## config.mk

```make
export PLATFORM = sky130hd
export DESIGN_NAME = ahb_bus_arbiter
export DESIGN_NICKNAME = d
export VERILOG_FILES = /design/src/rtl/ahb_bus_arbiter.sv
export SDC_FILE = /design/constraint.sdc
export NUM_CORES = 1
export LEC_CHECK = 0
export BUFFER_PORTS_ARGS = -buffer_cell sky130_fd_sc_hd__buf_2
export CAP_MARGIN = 0
export CORE_UTILIZATION = 58
export DETAILED_ROUTE_END_ITERATION = 16
export PLACE_DENSITY = 0.92
export REMOVE_ABC_BUFFERS = 1
export SYNTH_ARGS = -nofsm -noshare
export SYNTH_HDL_FRONTEND = slang
export SYNTH_SLANG_ARGS = --single-unit
```

## constraint.sdc

```tcl
create_clock -name i_hclk -period 4.1 [get_ports i_hclk]
set_input_delay 0.205 -clock i_hclk [delete_from_list [all_inputs] [get_ports i_hclk]]
set_output_delay 0.205 -clock i_hclk [all_outputs]
set_load 0.02 [all_outputs]
```

## src/rtl/ahb_bus_arbiter.sv

```systemverilog
// ============================================================================
// ahb_bus_arbiter
// ----------------------------------------------------------------------------
// Round-robin arbiter that lets NUM_MASTERS AHB masters share one AHB-Lite
// slave path (slave, address decoder, HREADY mux).  The arbiter follows the
// transfer stream of the current address-phase owner so that ownership only
// changes on legal boundaries: never inside a fixed-length burst, never
// inside an open-length (INCR) burst while its owner still requests, and
// never inside a locked sequence.
//
// Ports
//   i_hclk       in   1            bus clock, everything on the rising edge
//   i_hreset     in   1            synchronous reset, active-high
//   i_hbusreq    in   NUM_MASTERS  bus request, one bit per master
//   i_hlock      in   NUM_MASTERS  locked-transfer request, one bit per master
//   i_htrans     in   2            HTRANS of the current address-phase owner
//   i_hburst     in   3            HBURST of the current address-phase owner
//   i_hready     in   1            bus-wide ready from the slave HREADY mux
//   o_hgrant     out  NUM_MASTERS  one-hot grant (registered)
//   o_hmaster    out  MW           address-phase owner index (registered)
//   o_hmastlock  out  1            current address phase is locked (registered)
//
// Parameters
//   NUM_MASTERS  number of requesting masters (2..8)
//   MW           width of o_hmaster, clog2(NUM_MASTERS)
//   DEF_MASTER   master parked on the bus when nobody requests
// ============================================================================
module ahb_bus_arbiter #(
    parameter int NUM_MASTERS = 4,
    parameter int MW          = $clog2(NUM_MASTERS),
    parameter int DEF_MASTER  = 0
) (
    input  logic                   i_hclk,
    input  logic                   i_hreset,
    input  logic [NUM_MASTERS-1:0] i_hbusreq,
    input  logic [NUM_MASTERS-1:0] i_hlock,
    input  logic [1:0]             i_htrans,
    input  logic [2:0]             i_hburst,
    input  logic                   i_hready,
    output logic [NUM_MASTERS-1:0] o_hgrant,
    output logic [MW-1:0]          o_hmaster,
    output logic                   o_hmastlock
);

    // ------------------------------------------------------------------------
    // Encodings
    // ------------------------------------------------------------------------
    localparam logic [1:0] ST_ARB    = 2'd0;
    localparam logic [1:0] ST_BURST  = 2'd1;
    localparam logic [1:0] ST_INCR   = 2'd2;
    localparam logic [1:0] ST_LOCKED = 2'd3;

    localparam logic [1:0] HTRANS_IDLE   = 2'b00;
    localparam logic [1:0] HTRANS_NONSEQ = 2'b10;
    localparam logic [1:0] HTRANS_SEQ    = 2'b11;

    localparam logic [2:0] HBURST_INCR = 3'b001;

    localparam logic [MW-1:0]          DEF_IDX   = MW'(DEF_MASTER);
    localparam logic [NUM_MASTERS-1:0] DEF_GRANT = NUM_MASTERS'(1) << DEF_MASTER;
    localparam logic [MW:0]            NM_WIDE   = (MW+1)'(NUM_MASTERS);

    // Beats remaining after the NONSEQ beat, for each HBURST encoding.
    // SINGLE and INCR both load zero; INCR length is tracked by the FSM.
    function automatic logic [4:0] burstLenM1(input logic [2:0] burst);
        case (burst)
            3'b000, 3'b001: return 5'd0;
            3'b010, 3'b011: return 5'd3;
            3'b100, 3'b101: return 5'd7;
            default:        return 5'd15;
        endcase
    endfunction

    // ------------------------------------------------------------------------
    // State
    // ------------------------------------------------------------------------
    logic [NUM_MASTERS-1:0] r_grant;
    logic [MW-1:0]          r_grantIdx;
    logic [MW-1:0]          r_hmaster;
    logic                   r_hmastlock;
    logic [MW-1:0]          r_rrPtr;
    logic [4:0]             r_beatCnt;
    logic [1:0]             r_state;

    logic                   w_isNonseq;
    logic                   w_isSeq;
    logic                   w_isIdle;
    logic                   w_ownerLock;
    logic                   w_ownerReq;
    logic [4:0]             w_loadCnt;
    logic [1:0]             w_startState;
    logic [1:0]             w_nextState;
    logic [4:0]             w_nextCnt;
    logic                   w_handoverDone;
    logic                   w_arbOk;
    logic                   w_anyReq;
    logic [MW-1:0]          w_winner;
    logic [NUM_MASTERS-1:0] w_winnerOneHot;
    logic [MW:0]            w_scanIdx;
    logic                   w_found;

    // ------------------------------------------------------------------------
    // Decode of the owner's current address phase.  HTRANS/HBURST arrive
    // muxed by o_hmaster, so the owner's HLOCK and HBUSREQ are looked up with
    // the same index to stay consistent with the transfer being observed.
    // ------------------------------------------------------------------------
    always_comb begin
        w_isNonseq  = (i_htrans == HTRANS_NONSEQ);
        w_isSeq     = (i_htrans == HTRANS_SEQ);
        w_isIdle    = (i_htrans == HTRANS_IDLE);
        w_ownerLock = i_hlock[r_hmaster];
        w_ownerReq  = i_hbusreq[r_hmaster];
        w_loadCnt   = burstLenM1(i_hburst);
    end

    // ------------------------------------------------------------------------
    // State that a freshly accepted NONSEQ leads to.  A held HLOCK dominates
    // the burst type: the whole sequence must stay on one master, whatever
    // its burst shape, until the owner releases the lock with an IDLE.
    // ------------------------------------------------------------------------
    always_comb begin
        w_startState = ST_ARB;
        if (w_ownerLock) begin
            w_startState = ST_LOCKED;
        end else if (i_hburst == HBURST_INCR) begin
            w_startState = ST_INCR;
        end else if (w_loadCnt != 5'd0) begin
            w_startState = ST_BURST;
        end
    end

    // ------------------------------------------------------------------------
    // Next state and beat counter.  Nothing advances while HREADY is low, so
    // a wait-stated beat is never counted twice and never ends a burst early.
    // The counter reloads on every accepted NONSEQ and counts accepted SEQ
    // beats down, saturating at zero (open-length and locked sequences may
    // run past zero).  BUSY is never a beat.  An IDLE that cuts a fixed burst
    // short also clears the counter so ARB always sees a clean count.
    // ------------------------------------------------------------------------
    always_comb begin
        w_nextState = r_state;
        w_nextCnt   = r_beatCnt;
        if (i_hready) begin
            if (w_isNonseq) begin
                w_nextCnt = w_loadCnt;
            end else if (w_isSeq && (r_beatCnt != 5'd0)) begin
                w_nextCnt = r_beatCnt - 5'd1;
            end

            case (r_state)
                ST_ARB: begin
                    if (w_isNonseq) begin
                        w_nextState = w_startState;
                    end
                end
                ST_BURST: begin
                    if (w_isSeq) begin
                        if (r_beatCnt <= 5'd1) begin
                            w_nextState = ST_ARB;
                        end
                    end else if (w_isNonseq) begin
                        w_nextState = w_startState;
                    end else if (w_isIdle) begin
                        w_nextState = ST_ARB;
                        w_nextCnt   = 5'd0;
                    end
                end
                ST_INCR: begin
                    if (w_isIdle || w_isNonseq || !w_ownerReq) begin
                        w_nextState = ST_ARB;
                    end
                end
                default: begin
                    if (w_isIdle && !w_ownerLock) begin
                        w_nextState = ST_ARB;
                    end
                end
            endcase
        end
    end

    // ------------------------------------------------------------------------
    // Arbitration window.  Regrant only when the transfer stream is at a
    // boundary (next state ARB) and the previously granted master has
    // actually reached the address phase; otherwise a new grantee would lose
    // the bus before it could issue its first NONSEQ.
    // ------------------------------------------------------------------------
    always_comb begin
        w_handoverDone = (r_hmaster == r_grantIdx);
        w_arbOk        = i_hready && (w_nextState == ST_ARB) && w_handoverDone;
        w_anyReq       = |i_hbusreq;
    end

    // ------------------------------------------------------------------------
    // Round-robin search starting just after the last winner.  The last
    // winner is visited last, so it keeps the bus only when it is the sole
    // requester.  With no requests at all the bus parks on DEF_MASTER.
    // ------------------------------------------------------------------------
    always_comb begin
        w_winner  = DEF_IDX;
        w_found   = 1'b0;
        w_scanIdx = '0;
        for (int i = 1; i <= NUM_MASTERS; i++) begin
            w_scanIdx = {1'b0, r_rrPtr} + (MW+1)'(i);
            if (w_scanIdx >= NM_WIDE) begin
                w_scanIdx = w_scanIdx - NM_WIDE;
            end
            if (!w_found && i_hbusreq[w_scanIdx[MW-1:0]]) begin
                w_winner = w_scanIdx[MW-1:0];
                w_found  = 1'b1;
            end
        end
        w_winnerOneHot = {{(NUM_MASTERS-1){1'b0}}, 1'b1} << w_winner;
    end

    // ------------------------------------------------------------------------
    // Registered outputs and bookkeeping.  Reset drops any burst in flight
    // on the spot and parks the bus.  The address-phase owner follows the
    // grant one accepted cycle later, and HMASTLOCK travels with it.  The
    // pointer only moves for a real requester, so parking on DEF_MASTER does
    // not disturb the rotation.
    // ------------------------------------------------------------------------
    always_ff @(posedge i_hclk) begin
        if (i_hreset) begin
            r_grant     <= DEF_GRANT;
            r_grantIdx  <= DEF_IDX;
            r_hmaster   <= DEF_IDX;
            r_hmastlock <= 1'b0;
            r_rrPtr     <= DEF_IDX;
            r_beatCnt   <= 5'd0;
            r_state     <= ST_ARB;
        end else if (i_hready) begin
            r_state     <= w_nextState;
            r_beatCnt   <= w_nextCnt;
            r_hmaster   <= r_grantIdx;
            r_hmastlock <= i_hlock[r_grantIdx];
            if (w_arbOk) begin
                r_grant    <= w_winnerOneHot;
                r_grantIdx <= w_winner;
                if (w_anyReq) begin
                    r_rrPtr <= w_winner;
                end
            end
        end
    end

    assign o_hgrant    = r_grant;
    assign o_hmaster   = r_hmaster;
    assign o_hmastlock = r_hmastlock;

    // ------------------------------------------------------------------------
    // The grant vector and its index are kept side by side; they must always
    // agree and the grant must never be empty or shared.
    // ------------------------------------------------------------------------
    a_grantOneHot : assert property (@(posedge i_hclk) disable iff (i_hreset)
        $onehot(r_grant));

    a_grantIdxMatch : assert property (@(posedge i_hclk) disable iff (i_hreset)
        r_grant == ({{(NUM_MASTERS-1){1'b0}}, 1'b1} << r_grantIdx));

endmodule

```

# Word-level counts from Yosys, hierarchy flattened
# Index checks and enable logic that the tools add are counted.
# Widths: inputs -> output; s select.
[word_totals]
regBits = 18
in_bits = 16
output_inout_bits = 7
elab_cells = 108
[op_classes]
addsub = 9
order_cmp = 11
n_eq_ne = 10
shifts = 1
muxes = 44
reduce_logical = 26
[op_table]
columns = ["operator", "count"]
rows = [
  ["$mux 2", 18],
  ["$mux 5", 6],
  ["$lt 2x3->1 const B", 6],
  ["$bmux 1 s2", 7],
  ["$ge 3x3->1 const B", 4],
  ["$pmux 4 s3", 1],
  ["$mux 1", 11],
  ["$reduce_bool 5->1", 2],
  ["$sub 2x1->2 const B", 4],
  ["$logic_and 1x1->1", 7],
  ["$add 2x2->3 const B", 2],
  ["$eq 2x2->1 const B", 3],
  ["$eq 3x2->1 const B", 2],
  ["$eq 3x3->1 const B", 2],
  ["$logic_not 2->1", 3],
  ["$pmux 2 s3", 1],
  ["$reduce_or 2->1", 3],
  ["$le 5x1->1 const B", 1],
  ["$logic_not 1->1", 5],
  ["$sub 5x1->5 const B", 1],
  ["$reduce_or 4->1", 1],
  ["$shl 1x2->4 const A", 1],
  ["$add 2x1->3 const B", 1],
  ["$add 2x3->3 const B", 1],
  ["7 further kinds", 8],
]

# Depth between registers and ports, before layout
# Gate-level depths: netlist (run 1).
[logic_depth]
ltp_word = 16
mapped_depth = 9
mapped_depth_nobuf = 8

# Least setup slack after synthesis (run 1)
# No wires, ideal clock.
[synth_timing]
kind = "reg-to-reg"
from = "register r_hmaster[0], in the netlist o_hmaster[0]"
to = "register r_grant[0], in the netlist o_hgrant[0]"
setup_time_ps = 120
t_arrival_ps = 2130
required_ps = 3980
setup_slack_ps = 1850
stages_incl_launch_ff = 8
n_path_buf = 2
period_less_slack_ps = 2250
cell_sequence = "dfxtp_1 > buf_6 > mux4_2 > o2111a_1 > a41oi_2 > o2111ai_2 > buf_6 > a211o_1"
[synth_between]
elab_chain_cells = 11
word_cells_on_any_way = 21
classes_between = "eq/ne: 1; mux: 12; reduce/logical: 8"
[synth_rtl]
columns = ["item", "line_no", "text"]
rows = [
  ["start, declared", "79", "logic [MW-1:0] r_hmaster;"],
  ["start signal, assigned", "235", "r_hmaster <= r_grantIdx;"],
  ["$bmux 1 s2 (on tied branches)", "111, 112", ""],
  ["$mux 1 (on tied branches)", "111, 112", ""],
  ["$mux 2, or another cell as far along", "123", "if (w_ownerLock) begin"],
  ["$mux 2, or another cell as far along", "161", "end else if (w_isNonseq) begin"],
  ["$mux 2 (on tied branches)", "157, 169, 174", ""],
  ["$pmux 2 s3", "150", "case (r_state)"],
  ["$mux 2", "143", "if (i_hready) begin"],
  ["$logic_not 2->1", "190", "w_arbOk = i_hready && (w_nextState == ST_ARB) && w_handoverDone;"],
  ["$logic_and 1x1->1", "190", ""],
  ["$logic_and 1x1->1 *", "190", ""],
  ["$reduce_and 2->1 (no source line) *", "n/a", ""],
  ["end signal, assigned", "238", "r_grant <= w_winnerOneHot;"],
  ["end, declared", "77", "logic [NUM_MASTERS-1:0] r_grant;"],
]
# Every way passes the cells marked *; elsewhere a longest branch is shown, timed or not. The select of a mux whose other input is x is not followed.
# A chain may end at the register's enable or synchronous reset.

# Worst setup path in the final report (run 1)
[layout_timing]
from = "register r_hmaster[0], in the netlist o_hmaster[0]"
to = "register r_rrPtr[1]"
[layout_between]
elab_chain_cells = 11
word_cells_on_any_way = 21
classes_between = "eq/ne: 1; mux: 12; reduce/logical: 8"
[layout_rtl]
columns = ["item", "line_no", "text"]
rows = [
  ["$bmux 1 s2 (on tied branches)", "111, 112", ""],
  ["$mux 1 (on tied branches)", "111, 112", ""],
  ["$mux 2, or another cell as far along", "123", ""],
  ["$mux 2, or another cell as far along", "161", ""],
  ["$mux 2 (on tied branches)", "157, 169, 174", ""],
  ["$pmux 2 s3", "150", ""],
  ["$mux 2", "143", ""],
  ["$logic_not 2->1", "190", ""],
  ["$logic_and 1x1->1", "190", ""],
  ["$logic_and 1x1->1 *", "190", ""],
  ["$reduce_and 3->1 (no source line) *", "n/a", ""],
  ["end signal, assigned", "241", "r_rrPtr <= w_winner;"],
  ["end, declared", "81", "logic [MW-1:0] r_rrPtr;"],
]
# Marks and branches as above.

==> impl_results.md, run 1 <==
* Run status: finished, final reports clean
* RSZ-0062 raised after global routing: false
* Die width at 47.3 um
* DRT antenna net count at 0
* I/O pin cnt at 23
* Setup-failing EPs final at 0
* Initial core utilization at 61.3%
* # port buffers at 22
* Placed Cells incl. Taps at about 180
* Core box area at 0.00194 sq mm
* Psw at 0.139 mW
* Clk network pwr share at a little over a fifth
* Final core occ at 67.4%
* CP Data Arrival Time at 2.68 ns
* Vias at 1183
* Post-synthesis sequential area ratio at 30.3%
* Combinational power share at 29.1%
* # hold bufs at CTS at 0
* Largest net degree at the start of global routing at 20
* Leak at 0.524 nW
* Final Instance Count excl. Fillers at around 190
* Mapped cell area at 0.00119 sq mm
* Share of cells above drive strength 1 at between 10% and 20%
* Antenna violations before repair at 0
* Die Ht at 47.3 um
* Antenna Cells at 0
* Period utilisation layout at around three fifths
* H-tree depth at 1
* # clock sinks at 18
* Drt first pass iters at 4
* DP Area at approximately 0.0013 sq mm
* GPL Wtd Cong at 0.831
* Dpl ws at 1.69 ns
* Final Total Pwr at a little over 0.4 mW
* First-pass GRT wire length at just over 4 mm
* Slew headroom at roughly half
* Reg2reg setup slack at roughly 1.6 ns
* HP Class: in -> reg
* Commonest non-fill, non-tap cell in the layout: buf_2
* Setup TNS at 0 ns
* Die area at 0.00224 sq mm
* Synthesis warning total at 0
* Area Overhead vs Synth at 9.99%
* Req. time, crit path at 4.32 ns
* Post-CTS sizing at 0
* Final hold viol count at 0
* CTS tree: yes
* Fmax at 408 MHz
* Max-cap violations at 0
* Final wirelength at about 2.8 mm
* Post-synth top area cell: dfxtp_1
* Worst-path maximum fanout at 14
* Clock skew at 0.00926 ns
* Global route overflow at 0
* Synthesized area per cell at 8.38 sq um
* Power Density at approximately 320 mW/mm^2
* Crit Path Category: reg -> reg
* Clk slew on worst S/H paths at 0.10 ns
* 1st-iter DRT viols at 35
* Tot GR Track Use at 27.1%
* Net Sw Frac at 33.7%
* Post-CTS Setup Inserts at 0
* Clk buf depth at 2
* Worst vdd ir at 0.236 mV
* Min setup slack post-route at 1.65 ns
* Most frequent cells in the layout: 22 x buf_2, 18 x dfxtp_1, 12 x nand2_1
* Final nets at 180
* WHS at 0.272 ns
* CTS root buffer: clkbuf_4
* DRC viols at 0
* Wire length per cell at 15.0 um
* Flop pwr share at approximately half
* Worst-Skew Late Latency at ~0.30 ns
* Worst-Margin Slew at 0.722 ns
* Vias in the first global route at 992
* CTS Buf Count at 3
* #FFs+latches synth at 18
* Pint at roughly 0.27 mW
* Share of Yosys cell area claimed by the top area cell type at 30.3%
* Slew Viols, Final at 0
* Yosys cell types at 39
* Final HPWL from detailed placement at 2.03 mm
* Synth top area cells: dfxtp_1 30%, mux2i_1 6.7%, a21oi_1 4.2%
* Final min period at 2.45 ns
* CP Capture Type: register
* Row cnt at 16
* Startpoint types: register
* Cell area after layout at 0.00131 sq mm
* Vias/cell at 6.36
* Cells after synthesis at 142
## sequential cells by signal, summed over array words and instances, names as in the netlist
signal / cells
o_hmastlock: 1
o_hgrant: 4
r_grantIdx: 2
r_state: 2
o_hmaster: 2
r_rrPtr: 2
r_beatCnt: 5
## synthesized netlist by cell type
library cell and n:
a211o_1 1, a211oi_1 2, a21boi_0 1, a21o_1 2, a21oi_1 10, a22oi_1 2, a311oi_1 1, a31oi_1 2
a41oi_2 1, buf_2 2, buf_6 2, clkbuf_1 4, dfxtp_1 18, ha_1 3, inv_1 6, mux2i_1 8
mux4_2 2, nand2_1 12, nand2b_1 7, nand3_1 1, nand3b_1 4, nand4_1 1, nor2_1 11, nor2b_1 5
nor3_1 7, nor3b_1 3, nor4_1 3, o2111a_1 1, o2111ai_2 1, o21ai_0 5, o21bai_1 1, o221ai_1 1
o22ai_1 5, o311a_1 1, o311ai_0 1, o31ai_1 1, o41ai_2 1, or4b_1 1, xor2_1 2
## cell type report
class / count / area [sq um]
multi-input cells: 110 / 759
fillers: 166 / 633
flip-flops and latches: 18 / 360
repair buffers: 22 / 110
well taps: 27 / 33.8
clock buffers: 3 / 22.5
inverters: 6 / 22.5
## power by group through the flow
stage	clock network, mW	logic [mW]	registers (mW)
finish	0.0871	0.120	0.206
floorplan	0	0.0742	0.212
CTS	0.0877	0.120	0.205
global placement	0	0.113	0.207
global route	0.0923	0.133	0.207
detailed placement	0	0.118	0.209
## critical path: stages (launching register included)
cell,delay [ns]
dfxtp_1,0.56
mux4_2,0.55
o2111a_1,0.25
a41oi_2,0.21
o2111ai_2,0.35
nand2b_1,0.30
a21oi_1,0.16
## path summary, 6_finish.rpt
check	start	endpoint	cells past startpoint
worst max-delay path	o_hmaster[0]$_SDFFE_PP0P_	r_rrPtr[1]$_SDFFE_PP0P_	6
worst min-delay path	i_hreset	r_beatCnt[2]$_SDFFE_PP0P_	2
worst max register to register	o_hmaster[0]$_SDFFE_PP0P_	r_rrPtr[1]$_SDFFE_PP0P_	6
worst min register to register	o_hgrant[2]$_SDFFE_PP0P_	o_hgrant[2]$_SDFFE_PP0P_	2
## metal layers
| metal | share of wire, % | track usage, % |
|---|---|---|
| met4 | 2.2 | 16.0 |
| met3 | 4.9 | 7.69 |
| met2 | 54 | 47.4 |
| met1 | 39 | 28.6 |
| met5 | 0 | 0 |
## cell families after synthesis
family	Yosys count	share of synthesized area, %
compound gates	40	24.4
mux	10	10.5
flops	18	30.3
buf+inv	14	5.89
fa+ha+maj	3	3.15
simple gates	55	24.3
xor+xnor	2	1.47
No activity file was read; power rests on OpenSTA's default activity.
==> run 2: changes to the inputs <==
Settings changed: CORE_ASPECT_RATIO set to 0.6, CORE_UTILIZATION 58 to 54, PLACE_DENSITY 0.92 to 0.87.
Clock period 4.1 ns to 2.57 ns, I/O delays scaled along.
==> run 2 against run 1 <==
  * Clock skew is 0.0011 ns higher
  * Critical endpoint is now r_grantIdx[0]$_SDFFE_PP0P_
  * Final cell count is 1.6% higher
  * Final area is 1.7% higher
==> impl_results.md, run 2 (synthesis results as in run 1) <==
* Setup-failing EPs final at 0 (unchanged)
* Global route overflow at 0 (unchanged)
* Leak at 0.536 nW (was 0.524 nW)
* Initial core utilization at 61.0% (was 61.3%)
* H-tree depth at 1 (unchanged)
* Crit-path slowest cell: dfxtp_1 (unchanged)
* Worst-Skew Late Latency at 0.30 ns (about the same)
* R2r worst-path depth at 6 (unchanged)
* Slew Viols, Final at 0 (unchanged)
* Clock skew at 0.0104 ns (was 0.00926 ns)
* I/O pin cnt at 23 (unchanged)
* CP Capture Type: register (unchanged)
* Worst vdd ir at 0.364 mV (was 0.236 mV)
* # clock sinks at 18 (unchanged)
* Period utilisation layout at 87.7% (was 59.8%)
* Die width at 62.6 um (was 47.3 um)
* Drt first pass iters at 4 (unchanged)
* Max reg flops at 5 (unchanged)
* Startpoint types: register (unchanged)
* CTS tree: yes (unchanged)
* CTS Buf Count at 3 (unchanged)
* Largest net degree at the start of global routing at 20 (unchanged)
* Run status: finished, final reports clean (unchanged)
* Power Density at 525 mW/mm^2 (was 316 mW/mm^2)
* Final nets at 181 (was 180)
* CTS root buffer: clkbuf_4 (unchanged)
* Crit Path Category: reg -> reg (unchanged)
* Crit path largest cell delay at 0.53 ns (was 0.56 ns)
* Largest Register: r_beatCnt (unchanged)
* # port buffers at 22 (unchanged)
* # hold bufs at CTS at 0 (unchanged)
* Final hold viol count at 0 (unchanged)
* CP Data Arrival Time at 2.48 ns (was 2.68 ns)
* Die Ht at 38.4 um (was 47.3 um)
* Tot GR Track Use at 27.8% (was 27.1%)
* Worst-path maximum fanout at 14 (unchanged)
* Fillcell total at 165 (was 166)
* Final min period at 2.25 ns (was 2.45 ns)
* Post-CTS sizing at 0 (unchanged)
* Hold path depth at 2 (unchanged)
* Die area at 0.00240 sq mm (was 0.00224 sq mm)
* Antenna violations before repair at 0 (unchanged)
* WHS at 0.208 ns (was 0.272 ns)
* Area Overhead vs Synth at 11.9% (was 9.99%)
* Fmax at 444 MHz (was 408 MHz)
* DRT antenna net count at 0 (unchanged)
* Slew headroom at 52.5% (was 51.2%)
* Row cnt at 12 (was 16)
* RSZ-0062 raised after global routing: false (unchanged)
* Clk buf depth at 2 (unchanged)
* Post-CTS Setup Inserts at 0 (unchanged)
* Clk slew on worst S/H paths at 0.11 ns (was 0.10 ns)
* Antenna Cells at 0 (unchanged)
* Reg2reg setup slack at 0.32 ns (was 1.65 ns)
* Final HPWL from detailed placement at 2.19 mm (was 2.03 mm)
* Vias/cell at 6.15 (was 6.36)
* First-pass GRT wire length at 4.94 mm (was 4.14 mm)
* Max-cap violations at 0 (unchanged)
* Most frequent cells in the layout: 22 x buf_2, 18 x dfxtp_1, 12 x nand2_1 (unchanged)
* GPL Wtd Cong at 0.865 (was 0.831)
* Req. time, crit path at 2.79 ns (was 4.32 ns)
* Vias at 1163 (was 1183)
* DRC viols at 0 (unchanged)
* Vias in the first global route at 1079 (was 992)
* Crit-path cells: mux4_2 > o2111a_1 > a41oi_2 > o2111ai_2 > nand2b_1 > a21oi_1 (unchanged)
* Commonest non-fill, non-tap cell in the layout: buf_2 (unchanged)
* Wire length per cell at 15.4 um (was 15.0 um)
* Share of cells above drive strength 1 at 19.9% (was 18.9%)
* HP Class: in -> reg (unchanged)
* 1st-iter DRT viols at 75 (was 35)
* Worst-Margin Slew at 0.703 ns (was 0.722 ns)
* Setup TNS at 0 ns (unchanged)
* Core box area at 0.00195 sq mm (was 0.00194 sq mm)
* Final wirelength at 2.92 mm (was 2.79 mm)
-- run 2: cell count changes in the layout (fill, tap and decap cells not counted), sizes merged --
cell	before	now
buf	22	23
clkbuf	3	4
-- run 2: power breakdown --
part	leakage [nW]	switching (mW)	internal, mW	total (mW)
Clock	0.0210	0.0875	0.0864	0.174
Combinational	0.368	0.115	0.0821	0.197
Sequential	0.147	0.0259	0.302	0.328
Total	0.536	0.228	0.470	0.699
-- run 2: path summary, 6_finish.rpt --
check                             from                    endpoint
min reg2reg   o_hgrant[3]$_SDFFE_PP0P_    o_hgrant[3]$_SDFFE_PP0P_
max          o_hmaster[1]$_SDFFE_PP0P_  r_grantIdx[0]$_SDFFE_PP0P_
max reg2reg  o_hmaster[1]$_SDFFE_PP0P_  r_grantIdx[0]$_SDFFE_PP0P_
min                           i_hreset   o_hmaster[0]$_SDFFE_PP0P_
-- run 2: cell type report --
type	count	area, sq um	share of cell area, %
Sequential cell	18	360	27.1
Inverter	6	22.5	1.69
Clock buffer	4	36.3	2.73
Multi-Input combinational cell	110	759	57.0
Timing Repair Buffer	23	118	8.83
Tap cell	28	35.0	2.63
-- run 2: critical path: cells and delay by family, from the launching register on --
kind | cells | cell delay, ns
AOI/OAI and AO/OA | 4 | 0.98
DFF | 1 | 0.53
muxes | 1 | 0.38
and+or+nand+nor | 1 | 0.27
-- run 2: per-layer routing --
| layer | vias to the layer above | wire, um | track usage [%] |
|---|---|---|---|
| li1 | 571 | - | - |
| met1 | 536 | 1380 | 34.3 |
| met2 | 50 | 1310 | 48.4 |
| met3 | 6 | 199 | 7.74 |
| met4 | 0 | 36 | 8.14 |
| met5 | - | 0 | 0 |
-- run 2: through the flow --
stage                     power [mW]  instance area (sq um)  setup WS [ns]  instances  util (%)
after detailed placement       0.526                   1290          0.333        185      66.3
after floorplan                0.456                   1140          0.243        134         -
after global placement         0.515                   1290          0.477        185      66.3
after CTS                      0.700                   1330          0.307        189      68.2
final                          0.699                   1330          0.315        189      68.2
after global routing           0.741                   1330          0.151        189      68.2
